===== src/rtl/pipe_ctrl_pkg.sv =====
// Shared types and widths for the pipeline controller.
// FSM state encoding, index and counter widths, counter helper.
package pipe_ctrl_pkg;

  localparam int REG_IDX_W = 4;
  localparam int CNT_W     = 16;
  localparam int WAIT_W    = 4;

  typedef enum logic [1:0] {
    IDLE     = 2'd0,
    MEM_BUSY = 2'd1,
    MEM_DONE = 2'd2
  } state_e;

  function automatic logic [CNT_W-1:0] sat_inc(
    input logic [CNT_W-1:0] v
  );
    return (&v) ? v : v + CNT_W'(1);
  endfunction

endpackage


===== src/rtl/hazard_unit.sv =====
// Combinational RAW hazard detection for the instruction in ID.
// FWD_EN selects full EXE/MEM interlock or load-use only.
module hazard_unit
  import pipe_ctrl_pkg::*;
#(
  parameter bit FWD_EN = 1'b0
) (
  input  logic [REG_IDX_W-1:0] i_src1,
  input  logic [REG_IDX_W-1:0] i_src2,
  input  logic                 i_use_rn,
  input  logic                 i_two_src,
  input  logic [REG_IDX_W-1:0] i_exe_dest,
  input  logic                 i_exe_wb_en,
  input  logic                 i_exe_mem_read,
  input  logic [REG_IDX_W-1:0] i_mem_dest,
  input  logic                 i_mem_wb_en,
  output logic                 o_hazard
);

  logic w_exe_hit;
  logic w_mem_hit;
  logic w_raw;
  logic w_ld_use;

  assign w_exe_hit = (i_use_rn  && (i_exe_dest == i_src1))
                  || (i_two_src && (i_exe_dest == i_src2));
  assign w_mem_hit = (i_use_rn  && (i_mem_dest == i_src1))
                  || (i_two_src && (i_mem_dest == i_src2));

  assign w_raw    = (i_exe_wb_en && w_exe_hit)
                 || (i_mem_wb_en && w_mem_hit);
  assign w_ld_use = i_exe_mem_read && w_exe_hit;

  assign o_hazard = FWD_EN ? w_ld_use : w_raw;

endmodule


===== src/rtl/pipeline_controller.sv =====
// Pipeline stall/flush control with SRAM wait FSM
// and saturating stall/flush performance counters.
module pipeline_controller
  import pipe_ctrl_pkg::*;
#(
  parameter int SRAM_WAIT = 5,
  parameter bit FWD_EN    = 1'b0
) (
  input  logic                 clk,
  input  logic                 rst,
  input  logic [REG_IDX_W-1:0] id_src1,
  input  logic [REG_IDX_W-1:0] id_src2,
  input  logic                 id_use_rn,
  input  logic                 id_two_src,
  input  logic [REG_IDX_W-1:0] exe_dest,
  input  logic                 exe_wb_en,
  input  logic                 exe_mem_read,
  input  logic [REG_IDX_W-1:0] mem_dest,
  input  logic                 mem_wb_en,
  input  logic                 branch_taken,
  input  logic                 mem_req,
  output logic                 freeze_if,
  output logic                 bubble_id,
  output logic                 flush_if_id,
  output logic                 flush_id_exe,
  output logic                 stall_pipe,
  output logic                 mem_ready,
  output logic [CNT_W-1:0]     stall_cnt,
  output logic [CNT_W-1:0]     flush_cnt
);

  // Busy cycles between the request cycle and the ready cycle.
  localparam logic [WAIT_W-1:0] LOAD = WAIT_W'(SRAM_WAIT - 2);

  state_e            r_state;
  logic [WAIT_W-1:0] r_wait;
  logic [CNT_W-1:0]  r_stall_cnt;
  logic [CNT_W-1:0]  r_flush_cnt;

  logic w_hazard;
  logic w_stall;
  logic w_flush;
  logic w_bubble;
  logic w_freeze;

  hazard_unit #(
    .FWD_EN(FWD_EN)
  ) u_hazard (
    .i_src1        (id_src1),
    .i_src2        (id_src2),
    .i_use_rn      (id_use_rn),
    .i_two_src     (id_two_src),
    .i_exe_dest    (exe_dest),
    .i_exe_wb_en   (exe_wb_en),
    .i_exe_mem_read(exe_mem_read),
    .i_mem_dest    (mem_dest),
    .i_mem_wb_en   (mem_wb_en),
    .o_hazard      (w_hazard)
  );

  // Reset gates every output so it takes effect without a clock.
  assign w_stall  = !rst && ((r_state == IDLE && mem_req)
                          || r_state == MEM_BUSY);
  assign w_flush  = !rst && !w_stall && branch_taken;
  assign w_bubble = !rst && !w_stall && !branch_taken
                 && w_hazard;
  assign w_freeze = w_stall || w_bubble;

  assign freeze_if    = w_freeze;
  assign bubble_id    = w_bubble;
  assign flush_if_id  = w_flush;
  assign flush_id_exe = w_flush;
  assign stall_pipe   = w_stall;
  assign mem_ready    = !rst && (r_state == MEM_DONE);
  assign stall_cnt    = r_stall_cnt;
  assign flush_cnt    = r_flush_cnt;

  // SRAM access FSM; r_wait holds the remaining busy cycles.
  always_ff @(posedge clk or posedge rst) begin
    if (rst) begin
      r_state <= IDLE;
      r_wait  <= '0;
    end else begin
      case (r_state)
        IDLE: begin
          if (mem_req) begin
            r_state <= (LOAD == '0) ? MEM_DONE : MEM_BUSY;
            r_wait  <= LOAD;
          end
        end
        MEM_BUSY: begin
          if (!mem_req) begin
            r_state <= IDLE;
            r_wait  <= '0;
          end else begin
            r_wait <= r_wait - WAIT_W'(1);
            if (r_wait == WAIT_W'(1)) begin
              r_state <= MEM_DONE;
            end
          end
        end
        MEM_DONE: begin
          r_state <= IDLE;
          r_wait  <= '0;
        end
        default: begin
          r_state <= IDLE;
          r_wait  <= '0;
        end
      endcase
    end
  end

  // Saturating counts of frozen and flushed cycles.
  always_ff @(posedge clk or posedge rst) begin
    if (rst) begin
      r_stall_cnt <= '0;
      r_flush_cnt <= '0;
    end else begin
      if (w_freeze) begin
        r_stall_cnt <= sat_inc(r_stall_cnt);
      end
      if (w_flush) begin
        r_flush_cnt <= sat_inc(r_flush_cnt);
      end
    end
  end

endmodule


===== config.mk =====
export PLATFORM = sky130hd
export DESIGN_NAME = pipeline_controller
export DESIGN_NICKNAME = d
export VERILOG_FILES = /design/src/rtl/pipe_ctrl_pkg.sv /design/src/rtl/hazard_unit.sv /design/src/rtl/pipeline_controller.sv
export SDC_FILE = /design/constraint.sdc
export NUM_CORES = 1
export LEC_CHECK = 0
export CAP_MARGIN = 10
export CORE_MARGIN = 2
export CORE_UTILIZATION = 35
export DETAILED_ROUTE_END_ITERATION = 10
export SLEW_MARGIN = 20
export SYNTH_ARGS = -nofsm -noshare
export SYNTH_HDL_FRONTEND = slang
export SYNTH_SLANG_ARGS = --single-unit
export TNS_END_PERCENT = 100

===== constraint.sdc =====
create_clock -name clk -period 3.35 [get_ports clk]
set_clock_uncertainty 0.2 [all_clocks]
set_input_delay 0.5025 -clock clk [delete_from_list [all_inputs] [get_ports clk]]
set_output_delay 0.5025 -clock clk [all_outputs]
set_load 0.1 [all_outputs]

==> results.cfg, run 1 <==
[synth]
ys.flop_type = dfrtp_1
syn_nets = 234
syn_avg_cell_area_um2 = 10.6
synthArstFlopShare = 1.00
netlist_area_um2 = 2170
synth_area_leaders = dfrtp_1 (44%), xnor2_1 (11%), xor2_1 (6.9%)
yosysTopAreaCellShare = 0.438
post-synth-top-count-cell = dfrtp_1
synth_seq_area_share = 0.438
yosysTopAreaCell = dfrtp_1
syn-instance-count = 205
synth_cell_type_count = 42
synth_edf_count = 0
ys_warn_count = 0
synth_seq_cells = 38
synth_commonest_cells = dfrtp_1 (38), xnor2_1 (27), xor2_1 (17)

[drt]
first_pass_iters = 4
wl_per_cell_um = 13.5
via_per_inst = 4.89
drt_iter0_markers = 64
ant_nets = 0
postRouteWirelength_um = 4730
drc = 0
vias = 1711

[floorplan]
die_area_um2 = 6860
die_height_um = 82.8
core-area_um2 = 5960
die_w_um = 82.8
start_util = 0.365
row_count = 28
ios = 63

[layout]
design_area_um2 = 2960
fin_util = 0.497
fin_nets = 303
diodes = 0
layout-drive-gt1-share = 0.269
layout-area-overhead-vs-synth_pct = 36.3

[pwr]
total_leakage_power_nw = 1.28
power_density_nw_per_um2 = 628
vdd_ir_drop_max_mv = 0.507
power_mw = 1.86

[cts]
ctsHoldBuffers = 0
numCtsBuffers = 5
cts_max_path_buffers = 2
clk_pin_slew_worst_paths_ns = 0.08
cts-root-buf = clkbuf_8
cts_tree = done
post_cts_resized = 0
clk_latency_ns = 0.29
cts.htree.levels = 2
cts_setup_buffers = 0
cts.sinks = 38

[critical_path]
path_class = in -> out
cp_max_fo = 4
cp.required_ns = 2.65
cp-end-kind = output port
start_kind = input port
cp_slowest_cell = clkdlybuf4s50_1
slowest_delay_ns = 0.45
cp.arrival_ns = 2.23
worstPathCellList = clkdlybuf4s50_1, xor2_1, nor3_1, nand4_1, a41oi_4, or2_2, buf_12
r2r_slack_ns = 0.94

[sta]
report.final.slew_viol_count = 0
timing.fmax_mhz = 341
rsz0062_at_grt = false
fin_crit_sh = 0.876
setup_ws_ns = 0.417
timing_hold_violations_final = 0
setup_tns_ns = 0
setup_violations = 0
period_minus_slack_ns = 2.93
slew_headroom = 0.532
tightest_slew_ns = 0.685

[global_routing]
overflow = 0
grt_pass1_wl_um = 8210
grt_max_degree = 23
grt_antenna_before_repair = 0
first_global_vias = 1688
grt_usage = 0.145

[run]
drv_cap = 0

[place]
place_area_um2 = 2870
numPortBuffers = 61
gp_congestion = 0.788
detailedPlace.worstSlack_ns = 0.403
place_hpwl_um = 3650

[worst_hold_path]
hold_class = reg -> reg

[status]
status = complete, no violations
[cells in the final DEF (no fill, tap or decap), types with 2 or more instances in the layout]
cell type,instances
nor3b_1,2
a21oi_1,3
o211ai_2,7
nand4_1,11
mux2_2,3
clkdlybuf4s50_1,23
xnor2_1,27
ha_1,4
nand3_1,9
nor2_1,11
dfrtp_1,38
and4_1,2
nand2_1,11
inv_1,9
clkinvlp_4,2
clkbuf_8,6
xor2_1,17
buf_12,6
buf_4,38
o21ai_0,2
nor3_1,7
o2111ai_1,4
o21ai_1,2
or2b_1,2
o21a_1,2
and3_1,8
[metal layers]
| metal | wire length, um | part of all wire | global-route usage | vias to the layer above |
|---|---|---|---|---|
| met5 | 0 | 0 | 0 | - |
| met4 | 41 | 0.0087 | 0.0447 | 0 |
| met3 | 213 | 0.045 | 0.0288 | 4 |
| met2 | 2190 | 0.46 | 0.227 | 35 |
| met1 | 2280 | 0.48 | 0.202 | 810 |
| li1 | - | - | - | 862 |
[through the flow]
stage,hold WS (ns),std cells
final,0.295,350
after global routing,0.309,350
after CTS,0.295,350
after detailed placement,0.280,342
after global placement,0.275,342
after floorplan,0.276,205
[sequential cells by signal, summed over array words and instances (netlist names)]
signal     flops
flush_cnt     16
r_state        2
r_wait         4
stall_cnt     16
[worst paths after layout]
check | cells after the start | end | start
worst max-delay path | 7 | freeze_if | id_src2[0]
worst min-delay path | 1 | flush_cnt[13]$_DFFE_PP0P_ | flush_cnt[13]$_DFFE_PP0P_
worst max register to register | 6 | stall_cnt[2]$_DFFE_PP0P_ | stall_cnt[0]$_DFFE_PP0P_
worst min register to register | 1 | flush_cnt[13]$_DFFE_PP0P_ | flush_cnt[13]$_DFFE_PP0P_
max in group asynchronous | 3 | flush_cnt[9]$_DFFE_PP0P_ | rst
min in group asynchronous | 3 | r_wait[3]$_DFFE_PP0P_ | rst
[worst max-delay path, delay by kind of cell]
kind	cells	cell delay, ns
xor gates and xnor gates	1	0.18
and+or+nand+nor	3	0.60
buffers and inverters	2	0.62
AOI/OAI and AO/OA	1	0.32
[cell type report]
cell class	count	area (um2)
fillers	571	2990
multi-input cells	152	1140
flip-flops and latches	38	951
repair buffers	67	636
well taps	75	93.8
clock buffers	6	82.6
inverters	10	41.3
clock inverters	2	12.5
[cell families after synthesis]
logic type	Yosys count	share of synthesized area
AND/OR/NAND/NOR	73	0.188
XOR/XNOR	44	0.177
flip-flops	38	0.438
adder cells (fa/ha/maj)	4	0.0230
multiplexers	4	0.0201
buffers and inverters	15	0.0357
AO/OA/AOI/OAI	27	0.118
[power breakdown]
part	switching, mW	total (mW)	internal, mW
registers	0.0980	0.636	0.538
clock network	0.172	0.337	0.166
logic	0.640	0.886	0.246
No activity file was read; power rests on OpenSTA's default activity.
==> run 2, diff against run 1 <==
clock period = 3.6 ns   (was 3.35 ns; I/O delays follow)
==> results.cfg, run 2 (synthesis gave the netlist of run 1 again) <==
[status]
status = complete, no violations

[sta]
report.final.slew_viol_count = 0
period_minus_slack_ns = 2.99
timing_hold_violations_final = 0
setup_violations = 0
fin_crit_sh = 0.830
setup_tns_ns = 0
timing.fmax_mhz = 335
setup_ws_ns = 0.611
rsz0062_at_grt = false
slew_headroom = 0.349
tightest_slew_ns = 0.973

[floorplan]
die_height_um = 82.8
die_w_um = 82.8
core-area_um2 = 5960
row_count = 28
die_area_um2 = 6860
start_util = 0.365
ios = 63

[layout]
final_cell_mix = clkdlybuf4s50_1 (52), dfrtp_1 (38), xnor2_1 (27), xor2_1 (17)
layout_commonest_cell = clkdlybuf4s50_1
fin_util = 0.503
regArea_um2 = 951
n_fill_cell = 589
fin_nets = 301
layout-drive-gt1-share = 0.143
diodes = 0
multi_input_area_um2 = 1140
layout-area-overhead-vs-synth_pct = 37.9

[global_routing]
grt_usage = 0.145
overflow = 0
grt_antenna_before_repair = 0
grt_max_degree = 36
grt_pass1_wl_um = 8310
first_global_vias = 1746

[critical_path]
r2r_slack_ns = 1.19
cp_slowest_cell = clkdlybuf4s50_1
start_kind = input port
crit_cells = 7
cp.required_ns = 2.86
cp.arrival_ns = 2.25
cp_max_fo = 8
worstPathCellList = clkdlybuf4s50_1, nor2_4, nor2_2, or3_4, a41oi_4, buf_4, buf_12
path_class = in -> out
cp-end-kind = output port
slowest_delay_ns = 0.57
rr_worst_depth = 6
crit_buf_inv = 3
path_delay_family = buffers and inverters

[cts]
cts_max_path_buffers = 2
post_cts_resized = 0
clk_latency_ns = 0.29
ctsHoldBuffers = 0
numCtsBuffers = 5
cts_tree = done
cts-root-buf = clkbuf_8
cts.sinks = 38
cts_setup_buffers = 0
cts.htree.levels = 2
clk_pin_slew_worst_paths_ns = 0.07

[drt]
first_pass_iters = 4
vias = 1715
drt_iter0_markers = 100
drc = 0
ant_nets = 0
postRouteWirelength_um = 4780
wl_per_cell_um = 13.8
via_per_inst = 4.94

[pwr]
power_density_nw_per_um2 = 572
total_leakage_power_nw = 1.22
vdd_ir_drop_max_mv = 0.643

[run]
drv_cap = 0

[place]
gp_congestion = 0.738
numPortBuffers = 61
detailedPlace.worstSlack_ns = 0.604
place_hpwl_um = 3590

[worst_hold_path]
hold_class = reg -> reg
min_path_cells = 1
[run 2: cell type report]
class	count	share of cell area
multi-input cells	152	0.382
inverters	10	0.0125
clock buffers	7	0.0255
well taps	75	0.0313
flip-flops and latches	38	0.317
repair buffers	65	0.231
[run 2: routing by layer]
metal	track usage	wire length, um	vias up
met4	0.0417	47	0
li1	-	-	857
met3	0.0348	220	6
met1	0.206	2350	804
met2	0.222	2170	48
met5	0	0	-
[run 2: where the power goes]
group | switching [mW] | internal [mW]
logic | 0.600 | 0.248
registers | 0.0917 | 0.501
clock network | 0.141 | 0.133
[run 2: path summary, 6_finish.rpt]
path	from	endpoint
max in group asynchronous	rst	stall_cnt[7]$_DFFE_PP0P_
hold / removal	flush_cnt[11]$_DFFE_PP0P_	flush_cnt[11]$_DFFE_PP0P_
setup / recovery	mem_req	bubble_id
min in group asynchronous	rst	r_wait[2]$_DFFE_PP0P_
setup reg to reg	stall_cnt[0]$_DFFE_PP0P_	stall_cnt[2]$_DFFE_PP0P_
hold reg to reg	flush_cnt[11]$_DFFE_PP0P_	flush_cnt[11]$_DFFE_PP0P_
[run 2: metrics by stage]
| stage | total power, mW | cell area [um2] | std cells | hold WS, ns |
|---|---|---|---|---|
| global route | 1.81 | 3000 | 347 | 0.301 |
| floorplan | 1.22 | 2170 | 205 | 0.301 |
| finish | 1.71 | 3000 | 347 | 0.287 |
| detailed placement | 1.45 | 2920 | 340 | 0.278 |
| CTS | 1.73 | 3000 | 347 | 0.289 |
| global placement | 1.44 | 2920 | 340 | 0.273 |
==> run 3, diff against run 2 <==
clock period = 2.4 ns   (was 3.6 ns; I/O delays follow)
==> results.cfg, run 3 (synthesis gave the netlist of run 1 again) <==
[critical_path]
cp_max_fo = 3
start_kind = flop
cp.required_ns = 1.84
cp.arrival_ns = 1.78
cp-end-kind = output port
path_class = reg -> out

[place]
place_hpwl_um = 3550
gp_congestion = 0.788
place_area_um2 = 2980
numPortBuffers = 61
detailedPlace.worstSlack_ns = -0.177
place_inst = 352

[run]
drv_cap = 0

[pwr]
vdd_ir_drop_max_mv = 1.16
seq_power_share = 0.330
power_switching_mw = 1.26
p_int_mw = 1.46
power.share.clock = 0.206
power_density_nw_per_um2 = 874
power.share.switching = 0.462
p_comb_frac = 0.464
total_leakage_power_nw = 1.37

[sta]
period_minus_slack_ns = 2.34
rsz0062_at_grt = true
setup_ws_ns = 0.0606
setup_tns_ns = 0
timing_hold_violations_final = 0
setup_violations = 0
fin_crit_sh = 0.975
timing.fmax_mhz = 427
tightest_slew_ns = 0.486
slew_headroom = 0.676
report.final.slew_viol_count = 0

[cts]
ctsHoldBuffers = 0
cts_max_path_buffers = 2
numCtsBuffers = 5
cts.sinks = 38
clk_pin_slew_worst_paths_ns = 0.07
cts-root-buf = clkbuf_8
clk_latency_ns = 0.29
cts.htree.levels = 2
cts_tree = done

[layout]
final_cell_mix = buf_4 (48), xnor2_1 (26), dfrtp_2 (21), dfrtp_1 (17), xor2_1 (16)
fin_cells = 361
layout-drive-gt1-share = 0.385
fin_nets = 314
layout-area-overhead-vs-synth_pct = 43.4
design_area_um2 = 3120
layout_commonest_cell = buf_4
n_fill_cell = 540
diodes = 0

[drt]
first_pass_iters = 4
via_per_inst = 4.94
postRouteWirelength_um = 4770
ant_nets = 0
wl_per_cell_um = 13.2
drc = 0
drt_iter0_markers = 78
vias = 1783

[floorplan]
start_util = 0.365
ios = 63
die_height_um = 82.8
core-area_um2 = 5960
die_area_um2 = 6860
die_w_um = 82.8
row_count = 28

[status]
status = complete, no violations

[global_routing]
grt_max_degree = 39
grt_antenna_before_repair = 0
first_global_vias = 1774
grt_usage = 0.145
overflow = 0
grt_pass1_wl_um = 8230

[worst_hold_path]
hold_class = reg -> reg
==> run 3: power by group through the flow <==
stage | logic, mW | registers (mW) | clock network [mW]
2_1_floorplan | 0.372 | 1.47 | 0
3_3_place_gp | 1.27 | 0.911 | 0
3_5_place_dp | 1.28 | 0.909 | 0
4_1_cts | 1.27 | 0.898 | 0.579
5_1_grt | 1.34 | 0.919 | 0.609
6_report | 1.26 | 0.898 | 0.562
==> run 3: timing repair <==
item	CTS	global route
gates resized for setup	15	10
pin swaps	10	6
setup endpoints to repair	4	3
setup buffers	1	0
==> run 3: cell type report <==
cell class / count / area (um2) / area share
Multi-Input combinational cell: 152 / 1170 / 0.377
Sequential cell: 38 / 977 / 0.314
Timing Repair Buffer: 78 / 714 / 0.229
Tap cell: 75 / 93.8 / 0.0301
Clock buffer: 7 / 86.3 / 0.0277
Inverter: 10 / 41.3 / 0.0132
Clock inverter: 1 / 30.0 / 0.00963
==> run 3: worst max-delay path, cell delays in order, from the launching register on <==
cell,delay [ns]
dfrtp_2,0.44
nor2_4,0.10
nor2_2,0.03
or3_4,0.33
a41oi_4,0.23
or2_4,0.18
buf_12,0.17
==> run 3: final timing paths <==
path	from	slack [ns]	cells past startpoint	to
max	r_state[0]$_DFFE_PP0P_	0.06	6	freeze_if
min	stall_cnt[8]$_DFFE_PP0P_	0.28	1	stall_cnt[8]$_DFFE_PP0P_
max reg2reg	stall_cnt[0]$_DFFE_PP0P_	0.15	6	stall_cnt[2]$_DFFE_PP0P_
min reg2reg	stall_cnt[8]$_DFFE_PP0P_	0.28	1	stall_cnt[8]$_DFFE_PP0P_
max in group asynchronous	rst	1.13	4	stall_cnt[5]$_DFFE_PP0P_
min in group asynchronous	rst	0.49	4	r_state[1]$_DFFE_PP0P_
==> run 3: routing by layer <==
layer / up-vias / global-route usage / part of all wire
met4: 0 / 0.0447 / 0.012
li1: 878 / - / -
met5: - / 0 / 0
met1: 849 / 0.198 / 0.47
met2: 49 / 0.227 / 0.46
met3: 7 / 0.0338 / 0.051
==> run 3: per-stage QoR <==
step	hold WS, ns	power, mW	utilization
final	0.281	2.72	0.523
after global routing	0.306	2.87	0.523
after CTS	0.283	2.75	0.518
after detailed placement	0.272	2.19	0.501
after global placement	0.270	2.18	0.501
after floorplan	0.132	1.85	-
